[config.mk]
export PLATFORM = sky130hd
export DESIGN_NAME = sa_fifo_ctrl_64x129_flat
export DESIGN_NICKNAME = d
export VERILOG_FILES = /design/src/rtl/sa_fifo_ctrl_64x129_pkg.sv /design/src/rtl/sa_fifo_ctrl_64x129_if.sv /design/src/rtl/sa_fifo_ctrl_64x129_skid.sv /design/src/rtl/sa_fifo_ctrl_64x129.sv /design/src/flat_wrapper.sv
export SDC_FILE = /design/constraint.sdc
export NUM_CORES = 1
export LEC_CHECK = 0
export ABC_AREA = 1
export BUFFER_PORTS_ARGS = -buffer_cell sky130_fd_sc_hd__buf_2
export CAP_MARGIN = 40
export CELL_PAD_IN_SITES_DETAIL_PLACEMENT = 2
export CELL_PAD_IN_SITES_GLOBAL_PLACEMENT = 2
export CORE_ASPECT_RATIO = 0.6
export CORE_MARGIN = 1
export CORE_UTILIZATION = 32
export DETAILED_ROUTE_END_ITERATION = 8
export PLACE_DENSITY = 0.84
export SYNTH_ARGS = -nofsm -noshare
export SYNTH_HDL_FRONTEND = slang
export SYNTH_SLANG_ARGS = --single-unit
export TNS_END_PERCENT = 1
[constraint.sdc]
create_clock -name nvdla_core_clk -period 13.95 [get_ports nvdla_core_clk]
set_input_delay 1.395 -clock nvdla_core_clk [delete_from_list [all_inputs] [get_ports nvdla_core_clk]]
set_output_delay 1.395 -clock nvdla_core_clk [all_outputs]
set_load 0.01 [all_outputs]
[src/rtl/sa_fifo_ctrl_64x129_pkg.sv]
// Shared constants and types for the 64x129 RAM-backed valid/ready FIFO controller.
package sa_fifo_ctrl_64x129_pkg;

  localparam int DEPTH = 64;
  localparam int AW    = 6;
  localparam int DW    = 129;
  localparam int SKID  = 3;
  localparam int SPW   = $clog2(SKID);
  localparam int SCW   = $clog2(SKID + 1);

  typedef logic [AW-1:0]  ptr_t;
  typedef logic [AW:0]    cnt_t;
  typedef logic [DW-1:0]  data_t;
  typedef logic [SPW-1:0] sptr_t;
  typedef logic [SCW-1:0] scnt_t;

  // Skid pointer increment, wrapping at SKID (not necessarily a power of 2).
  function automatic sptr_t sptr_inc(input sptr_t p);
    return (p == sptr_t'(SKID - 1)) ? '0 : p + sptr_t'(1);
  endfunction

endpackage

[src/rtl/sa_fifo_ctrl_64x129_if.sv]
// Valid/ready word stream; master drives valid/data, slave drives ready.
interface sa_fifo_ctrl_64x129_if;
  import sa_fifo_ctrl_64x129_pkg::*;

  logic  pvld;
  logic  prdy;
  data_t pd;

  modport master (output pvld, output pd, input prdy);
  modport slave  (input pvld, input pd, output prdy);

endinterface

[src/rtl/sa_fifo_ctrl_64x129_skid.sv]
// SKID-entry registered FIFO that re-times RAM read data toward the consumer.
module sa_fifo_skid_buf
  import sa_fifo_ctrl_64x129_pkg::*;
(
  input  logic  clk,
  input  logic  rst_n,
  input  logic  push,
  input  data_t din,
  input  logic  out_prdy,
  output logic  out_pvld,
  output data_t out_pd,
  output logic  pop,
  output scnt_t cnt
);

  data_t mem_q [SKID];
  data_t mem_d [SKID];
  sptr_t wr_q, wr_d;
  sptr_t rd_q, rd_d;
  scnt_t cnt_q, cnt_d;

  assign out_pvld = (cnt_q != '0);
  assign pop      = out_pvld & out_prdy;
  // Head is a register read; masking keeps out_pd at zero while empty.
  assign out_pd   = out_pvld ? mem_q[rd_q] : '0;
  assign cnt      = cnt_q;

  // Next-state for storage, pointers and occupancy.
  always_comb begin
    mem_d = mem_q;
    wr_d  = wr_q;
    rd_d  = rd_q;
    if (push) begin
      mem_d[wr_q] = din;
      wr_d        = sptr_inc(wr_q);
    end
    if (pop) begin
      rd_d = sptr_inc(rd_q);
    end
    cnt_d = cnt_q + scnt_t'(push) - scnt_t'(pop);
  end

  // Control state, cleared asynchronously.
  always_ff @(posedge clk or negedge rst_n) begin
    if (!rst_n) begin
      wr_q  <= '0;
      rd_q  <= '0;
      cnt_q <= '0;
    end else begin
      wr_q  <= wr_d;
      rd_q  <= rd_d;
      cnt_q <= cnt_d;
    end
  end

  // Data storage, no reset needed.
  always_ff @(posedge clk) begin
    mem_q <= mem_d;
  end

  a_no_overflow: assert property (@(posedge clk) disable iff (!rst_n)
    !(push && (cnt_q == scnt_t'(SKID))));

endmodule

[src/rtl/sa_fifo_ctrl_64x129.sv]
// Valid/ready FIFO controller sequencing an external 64x129 two-port RAM
// (registered read address, output register enabled by ram_ore).
module sa_fifo_ctrl_64x129
  import sa_fifo_ctrl_64x129_pkg::*;
(
  input  logic                         nvdla_core_clk,
  input  logic                         nvdla_core_rstn,
  sa_fifo_ctrl_64x129_if.slave         in_if,
  sa_fifo_ctrl_64x129_if.master        out_if,
  output ptr_t                         ram_wa,
  output logic                         ram_we,
  output data_t                        ram_di,
  output ptr_t                         ram_ra,
  output logic                         ram_re,
  output logic                         ram_ore,
  input  data_t                        ram_dout,
  output logic                         idle
);

  ptr_t  wr_ptr_q, wr_ptr_d;
  ptr_t  rd_ptr_q, rd_ptr_d;
  cnt_t  avail_q, avail_d;
  cnt_t  ram_cnt_q, ram_cnt_d;
  logic  ore_q, ore_d;
  logic  dout_vld_q, dout_vld_d;

  logic       wr_en;
  logic       rd_en;
  logic [1:0] inflight;
  logic [SCW:0] occ;
  logic       skid_pop;
  scnt_t      skid_cnt;

  // A slot is released only when ore captures it, so an in-flight read
  // address can never be overwritten.
  assign in_if.prdy = (ram_cnt_q != cnt_t'(DEPTH));
  assign wr_en      = in_if.pvld & in_if.prdy;

  // Reads issued but not yet pushed: one in the ore stage, one on ram_dout.
  assign inflight = {1'b0, ore_q} + {1'b0, dout_vld_q};
  // Occupancy seen by the issue logic credits this cycle's pop, which is what
  // lets three skid entries sustain one word per cycle over a 2-cycle read.
  assign occ   = (SCW+1)'(inflight) + (SCW+1)'(skid_cnt) - (SCW+1)'(skid_pop);
  assign rd_en = (avail_q != '0) && (occ < (SCW+1)'(SKID));

  assign ram_wa  = wr_ptr_q;
  assign ram_we  = wr_en;
  assign ram_di  = in_if.pd;
  assign ram_ra  = rd_ptr_q;
  assign ram_re  = rd_en;
  assign ram_ore = ore_q;
  assign idle    = (ram_cnt_q == '0) && !dout_vld_q && (skid_cnt == '0);

  // Next-state for pointers, counters and the re->ore->push pipe.
  always_comb begin
    wr_ptr_d   = wr_ptr_q + ptr_t'(wr_en);
    rd_ptr_d   = rd_ptr_q + ptr_t'(rd_en);
    avail_d    = avail_q + cnt_t'(wr_en) - cnt_t'(rd_en);
    ram_cnt_d  = ram_cnt_q + cnt_t'(wr_en) - cnt_t'(ore_q);
    ore_d      = rd_en;
    dout_vld_d = ore_q;
  end

  // Control state, cleared asynchronously.
  always_ff @(posedge nvdla_core_clk or negedge nvdla_core_rstn) begin
    if (!nvdla_core_rstn) begin
      wr_ptr_q   <= '0;
      rd_ptr_q   <= '0;
      avail_q    <= '0;
      ram_cnt_q  <= '0;
      ore_q      <= 1'b0;
      dout_vld_q <= 1'b0;
    end else begin
      wr_ptr_q   <= wr_ptr_d;
      rd_ptr_q   <= rd_ptr_d;
      avail_q    <= avail_d;
      ram_cnt_q  <= ram_cnt_d;
      ore_q      <= ore_d;
      dout_vld_q <= dout_vld_d;
    end
  end

  sa_fifo_skid_buf u_skid (
    .clk      (nvdla_core_clk),
    .rst_n    (nvdla_core_rstn),
    .push     (dout_vld_q),
    .din      (ram_dout),
    .out_prdy (out_if.prdy),
    .out_pvld (out_if.pvld),
    .out_pd   (out_if.pd),
    .pop      (skid_pop),
    .cnt      (skid_cnt)
  );

endmodule

[src/flat_wrapper.sv]
// flat-port wrapper written by rule: the top's interface ports become plain ports
module sa_fifo_ctrl_64x129_flat import sa_fifo_ctrl_64x129_pkg::*;
  (nvdla_core_clk, nvdla_core_rstn, ram_wa, ram_we, ram_di, ram_ra, ram_re, ram_ore, ram_dout, idle, in_if_pvld, in_if_pd, in_if_prdy, out_if_pvld, out_if_pd, out_if_prdy);
  sa_fifo_ctrl_64x129_if in_if_i ();
  sa_fifo_ctrl_64x129_if out_if_i ();
  input  logic nvdla_core_clk;
  input  logic nvdla_core_rstn;
  output ptr_t ram_wa;
  output logic ram_we;
  output data_t ram_di;
  output ptr_t ram_ra;
  output logic ram_re;
  output logic ram_ore;
  input  data_t ram_dout;
  output logic idle;
  input wire logic [$bits(in_if_i.pvld)-1:0] in_if_pvld;
  input wire logic [$bits(in_if_i.pd)-1:0] in_if_pd;
  output wire logic [$bits(in_if_i.prdy)-1:0] in_if_prdy;
  output wire logic [$bits(out_if_i.pvld)-1:0] out_if_pvld;
  output wire logic [$bits(out_if_i.pd)-1:0] out_if_pd;
  input wire logic [$bits(out_if_i.prdy)-1:0] out_if_prdy;
  assign in_if_i.pvld = in_if_pvld;
  assign in_if_i.pd = in_if_pd;
  assign in_if_prdy = in_if_i.prdy;
  assign out_if_pvld = out_if_i.pvld;
  assign out_if_pd = out_if_i.pd;
  assign out_if_i.prdy = out_if_prdy;
  sa_fifo_ctrl_64x129 u_core (.nvdla_core_clk(nvdla_core_clk), .nvdla_core_rstn(nvdla_core_rstn), .in_if(in_if_i), .out_if(out_if_i), .ram_wa(ram_wa), .ram_we(ram_we), .ram_di(ram_di), .ram_ra(ram_ra), .ram_re(ram_re), .ram_ore(ram_ore), .ram_dout(ram_dout), .idle(idle));
endmodule
==> metrics.txt, run 1 <==
status=finished, final reports clean; worst r2r dst=u_core.avail_q[6]$_DFF_PN0_; Worst Path Arrival=3710 ps; slowest CP cell=fa_1; PwrDens=238 nW/um^2; drt wl/cell=~20 um; first-pass GRT wire length=75.1 mm; Initial DRC Count=roughly 510; final hold violation count=0; Final Max Slew Viols=0; worst hold path type=flip-flop to flip-flop; crit-path max cell delay=450 ps; IO Pins=538; post-route cell area=20,500 um^2; Worst Setup End Kind=output pin; placed insts=between 2,000 and 2,500; post-route ant nets=0; gr ovfl total=0; total global routing track utilization=17.5%; worst hold endpoint=u_core.ram_wa[5]$_DFF_PN0_; Port Buf Inserts=about 280; postcts setup bufs=0; min-delay src=u_core.ram_wa[5]$_DFF_PN0_; die width=307 um; clock-pin transition on the worst setup and hold timing paths=roughly 60 ps; WS Path Type=flip-flop to output pin; Initial Util=32.7%; clock insertion delay at the later pin of the skew report=540 ps; post-synth top area share=roughly 65%; top post-synthesis cells by area=edfxtp_1 (65%), nand2_1 (12%), buf_4 (5.4%); RSZ-0062 raised after global routing=no; highest metal layer with signal wires=met4; Setup TNS Final=0 ps; GPL Wtd Cong=0.741; CTS buffer count=43; H-tree Lvls=2; Post-Syn Instances=1,556; drt via density=4.61; total number of vias=11,500; met3 WL=2.48 mm; Detail Placement HPWL=32.8 mm; clk sinks=around 420; full die area=56,800 um^2; CTS Hold Bufs=0; WL met2=25.6 mm; startpoint types=flip-flop; Seq/Total Area, Yosys=around 70%; via count of the first global-routing pass=between 10,000 and 15,000; post-synthesis sequential element count=421; Non-Filler Instances=~2,500; Die Span Y=185 um; hold-critical path depth=1; Leak=0.00898 uW; Critical Path Start=u_core.u_skid.cnt[1]$_DFF_PN0_; Synthesized Nets=1,847; initial antenna violation count=7; CTS root buf=clkbuf_16; CTS tree=built; R2R setup slack=9350 ps; number of synthesized flops with an enable pin=around 390; Async S/R FF share, synth=8.08%; Worst Clk Skew=19.3 ps; crit path time final=5100 ps; most used cell, CP=inv_1; period utilisation layout=36.6%; final WL=just under 50 mm; fmax=~0.20 GHz; Syn Area/Cell=11.5 um^2; M1 WL=roughly 21 mm; Slew Limit Headroom=38.9%; top_reg_cell synth=edfxtp_1; Total Nets Final=2,005; CP Cell Sequence=inv_1 > nand2_4 > buf_16 > nand2_1 > inv_1 > ha_1 > fa_1 > inv_1 > fa_1 > inv_1 > o21ai_0 > nor2_1 > buf_2; drt drc=0; post-synth top area cell=edfxtp_1; clock tree buffer depth=3; Netlist cell types=22; Max-cap violations=0; worst r2r src=u_core.u_skid.cnt[1]$_DFF_PN0_; CTS resizes=0; placed cell areas=19,300 um^2; area delta synth->final=15.1%; FP Rows=66; synth warn=0; Core ar.=around 55,000 um^2; largest net degree at the start of global routing=130; Mapped Area=17,900 um^2; crit-path max FO=53; fill cell count=5,768; drt first pass iters=5; share of cells above drive strength 1=20.7%; worst r2r path cells=24; Max rail drop VDD=0.0998 mV; slew of the pin with the lowest slew margin=916 ps; worst path required time=12,560 ps; final setup fails=0
synthesized netlist by cell type (5+ instances only):
library cell	count
nand2_1	552
xor2_1	13
inv_1	177
clkbuf_1	9
nand3_1	143
ha_1	25
nor2_1	14
buf_2	44
edfxtp_1	387
buf_4	129
dfrtp_1	34
xnor2_1	5
how the worst max path moves through the flow:
stage / slack, ps / end / cells past startpoint
global route: 8600 / ram_re / 13
finish: 8850 / ram_re / 13
floorplan: 3960 / u_core.u_skid.mem_q[258]$_DFFE_PP_ / 1
detailed placement: 9090 / u_core.avail_q[6]$_DFF_PN0_ / 21
global placement: 9100 / ram_re / 11
CTS: 8730 / ram_re / 13
report_power, final:
group	internal (uW)	switching [uW]	total [uW]
registers	1730	112	1840
logic	635	1350	1990
clock network	606	466	1070
total	2970	1930	4900
sequential cells by signal, summed over array words and instances, names as in the netlist:
register / cells
u_core.ram_cnt_q: 7
u_core.avail_q: 7
u_core.ram_wa: 6
u_core.u_skid.mem_q: 387
u_core.u_skid.cnt: 2
u_core.dout_vld_q: 1
u_core.ram_ore: 1
u_core.u_skid.wr_q: 2
u_core.ram_ra: 6
u_core.u_skid.rd_q: 2
critical path, delay by kind of cell (launching register included):
kind,cells,cell delay [ps]
AO/OA/AOI/OAI,1,100
adder cells (fa/ha/maj),3,1210
buffers and inverters,6,900
flip-flops,1,400
AND/OR/NAND/NOR,3,540
placed cells by master, fill, tap and decap left out, drive strengths merged:
| cell type | netlist | layout |
|---|---|---|
| a21o | 1 | 1 |
| nand2 | 552 | 552 |
| xor2 | 13 | 13 |
| nor2 | 15 | 15 |
| nor3 | 3 | 3 |
| fa | 4 | 4 |
| dfrtp | 34 | 34 |
| nand3 | 143 | 143 |
| buf | 176 | 298 |
| o21ai | 4 | 4 |
| nand4 | 2 | 2 |
| ha | 25 | 25 |
| clkbuf | 9 | 57 |
| clkinvlp | 0 | 2 |
| clkinv | 0 | 14 |
| nor4 | 1 | 1 |
| a21oi | 4 | 4 |
| diode | 0 | 7 |
| inv | 178 | 178 |
| bufinv | 0 | 1 |
| edfxtp | 387 | 387 |
| xnor2 | 5 | 5 |
metrics by stage:
| stage | setup WS, ps | power [uW] | utilization [%] | hold WS (ps) |
|---|---|---|---|---|
| global route | 8600 | 5250 | 37.6 | 517 |
| floorplan | 3960 | 3100 | - | 457 |
| global placement | 9100 | 3710 | 34.9 | 450 |
| finish | 8850 | 4900 | 37.6 | 492 |
| CTS | 8730 | 5010 | 37.6 | 496 |
| detailed placement | 9090 | 3880 | 35.2 | 479 |
final cells by class:
cell class	instances	area [um^2]	share of cell area [%]
tap	748	936	4.55
clock buffer	57	1170	5.70
inverter	178	673	3.28
multi-input combinational	772	3520	17.1
sequential	421	12500	60.7
clock inverter	17	110	0.536
timing repair buffer	298	1650	8.05
antenna	7	17.5	0.0852
per-layer routing:
layer / up-vias / track usage, %
met3: 65 / 4.08
met5: - / 0
met2: 304 / 31.9
li1: 5260 / -
met1: 5875 / 20.4
met4: 0 / 5.08
logic make-up after synthesis:
family / synth area share, %
fa+ha+maj: 2.20
buf+inv: 10.7
compound gates: 0.266
flops: 69.9
simple gates: 16.1
xor+xnor: 0.883
(Power assumes the default switching activity.)
==> inputs of run 2 (changes only) <==
Settings changed: CORE_UTILIZATION 32 to 29, PLACE_DENSITY 0.84 to 0.8.
Clock period 13.95 ns to 4.3 ns, I/O delays scaled along.
==> metrics.txt, run 2 (synthesis gave the netlist of run 1 again) <==
worst r2r src=u_core.u_skid.cnt[1]$_DFF_PN0_; fill cell count=6,526 (+13%); Pwr Total=16,100 uW (+230%); worst path required time=4800 ps (-7760 ps); final setup fails=0 (unchanged); hold-critical path depth=1 (unchanged); worst r2r dst=u_core.avail_q[6]$_DFF_PN0_; startpoint types=flip-flop; sequential share of power=37.0% (-0.6 points); postcts setup bufs=0 (unchanged); Leak=0.00901 uW (+0.33%); CP Cell Sequence=inv_1 > nand2_4 > nand2_1 > inv_1 > ha_1 > fa_1 > inv_1 > fa_1 > inv_1 > o21ai_0 > nor2_1 > ha_1 > inv_1 > ha_1 > inv_1 > fa_1 > inv_1 > nand2_1 > nand2_1 > nand3_1 > nand2_1 > nand2_1 > nand2_1; worst hold path type=input port to flip-flop; slew of the pin with the lowest slew margin=871 ps (-45.4 ps); Non-Filler Instances=2,574 (+3.0%); Port Buf Inserts=279 (unchanged); GPL Wtd Cong=0.751 (+1.4%); Worst Path Arrival=4470 ps (+760 ps); placed insts=2,495 (+3.2%); internal power=9850 uW (+230%); Die Span Y=194 um (+5.0%); period utilisation layout=92.3%; clk sinks=421 (unchanged); R2R setup slack=330 ps (-9020 ps); PwrDens=777 nW/um^2 (+230%); Clk pwr share=23.3% (+1.4 points); drt wl/cell=19.2 um (-3.2%); crit path time final=3970 ps; most common cell after layout, fill and taps aside=nand2_1; H-tree Lvls=2 (unchanged); clock insertion delay at the later pin of the skew report=560 ps (+20 ps); full die area=62,600 um^2 (+10%); max reg flops=387 (unchanged); CTS buffer count=43 (unchanged); total global routing track utilization=16.0% (-1.5 points); Setup TNS Final=0 ps (unchanged); RSZ-0062 raised after global routing=no; CTS root buf=clkbuf_16; CTS tree=built; Initial Util=29.3% (-3.3 points); sw frac=38.9% (-0.53 points); die width=322 um (+5.0%); post-route ant nets=0 (unchanged); via count of the first global-routing pass=13,100 (+1.1%); drt first pass iters=4 (-1); clock-pin transition on the worst setup and hold timing paths=60 ps (about the same); IO Pins=538 (unchanged); most used cell, CP=inv_1; final hold violation count=0 (unchanged); Initial DRC Count=411 (-19%); initial antenna violation count=13 (+6); final WL=49.5 mm (-0.30%); Slew Limit Headroom=42.0% (+3.0 points); FP Rows=70 (+6.1%); Worst Setup End Kind=flip-flop; WS Path Type=flip-flop to flip-flop; gr ovfl total=0 (unchanged); slowest CP cell=fa_1; status=finished, final reports clean; CTS resizes=0 (unchanged); Total Nets Final=2,004 (-0.050%); Max rail drop VDD=0.517 mV (+420%); drt drc=0 (unchanged); Worst Clk Skew=16.7 ps (-2.59 ps); Comb pwr share=39.7% (-0.9 points); area delta synth->final=16.1%; Max-cap violations=0 (unchanged); Detail Placement HPWL=31.0 mm (-5.7%); most frequent cells in the layout=nand2_1 (551), edfxtp_1 (387), buf_2 (279), inv_1 (176), nand3_1 (143); CTS Hold Bufs=1 (+1); first-pass GRT wire length=76.0 mm (+1.2%); worst r2r path cells=23 (-4.2%); crit-path max FO=5 (-91%); drt via density=4.45 (-3.4%); largest net degree at the start of global routing=132 (+1.5%); worst hold endpoint=u_core.u_skid.mem_q[223]$_DFFE_PP_; Top Registers=u_core.u_skid.mem_q x387, u_core.avail_q x7, u_core.ram_cnt_q x7; clock tree buffer depth=3 (unchanged); Final Max Slew Viols=0 (unchanged); switching pwr=6260 uW (+220%); fmax=0.252 GHz; Core ar.=60,900 um^2 (+11%); min-delay src=ram_dout[94]; total number of vias=11,400 (-0.50%); most flop-heavy register=u_core.u_skid.mem_q; share of cells above drive strength 1=20.7% (unchanged); crit-path max cell delay=440 ps (about the same)
==> run 2: through the flow <==
stage	setup WS, ps	util, %	hold slack [ps]	cell area [um^2]
6_report	331	34.0	62.2	20700
5_1_grt	45.5	34.0	19.3	20700
4_1_cts	286	34.0	9.83	20700
3_5_place_dp	424	31.8	454	19300
3_3_place_gp	628	31.8	437	19300
2_1_floorplan	-1680	-	134	17900
==> run 2: power groups by stage <==
stage               sequential [uW]  clock [uW]  combinational, uW
floorplan                      6070           0               3890
global placement               5940           0               6230
detailed placement             6040           0               6550
CTS                            5970        3900               6630
global route                   6040        4040               7250
finish                         5960        3760               6390
==> run 2: metal layers <==
| metal | GRT usage (%) | vias to the layer above | routed length (um) |
|---|---|---|---|
| met4 | 4.04 | 18 | 880 |
| met5 | 0 | - | 119 |
| met3 | 4.88 | 82 | 2940 |
| li1 | - | 5244 | - |
| met1 | 18.7 | 5813 | 20600 |
| met2 | 28.3 | 290 | 25000 |
==> run 2: critical path, delay by kind of cell (launching register included) <==
family | cells | cell delay, ps
buf+inv | 7 | 650
simple gates | 9 | 710
fa+ha+maj | 6 | 2070
compound gates | 1 | 80
flops | 1 | 410
==> run 2: how the worst max path moves through the flow <==
stage | start | to | slack [ps] | depth (start not counted)
2_1_floorplan | u_core.dout_vld_q$_DFF_PN0_ | u_core.u_skid.mem_q[0]$_DFFE_PP_ | -1680 | 2
3_3_place_gp | u_core.u_skid.cnt[1]$_DFF_PN0_ | u_core.avail_q[6]$_DFF_PN0_ | 630 | 22
3_5_place_dp | u_core.u_skid.cnt[1]$_DFF_PN0_ | u_core.avail_q[6]$_DFF_PN0_ | 420 | 23
4_1_cts | u_core.u_skid.cnt[1]$_DFF_PN0_ | u_core.avail_q[6]$_DFF_PN0_ | 290 | 23
5_1_grt | u_core.u_skid.cnt[1]$_DFF_PN0_ | u_core.avail_q[6]$_DFF_PN0_ | 50 | 23
6_report | u_core.u_skid.cnt[1]$_DFF_PN0_ | u_core.avail_q[6]$_DFF_PN0_ | 330 | 23
==> run 2: area by class of cell <==
class,instances,area (um^2),share of cell area [%]
multi-input combinational,772,3530,17.0
timing repair buffer,297,1630,7.89
clock inverter,20,251,1.21
clock buffer,55,1120,5.41
antenna,3,7.51,0.0362
sequential,421,12500,60.2
inverter,178,673,3.25
tap,828,1040,5.00
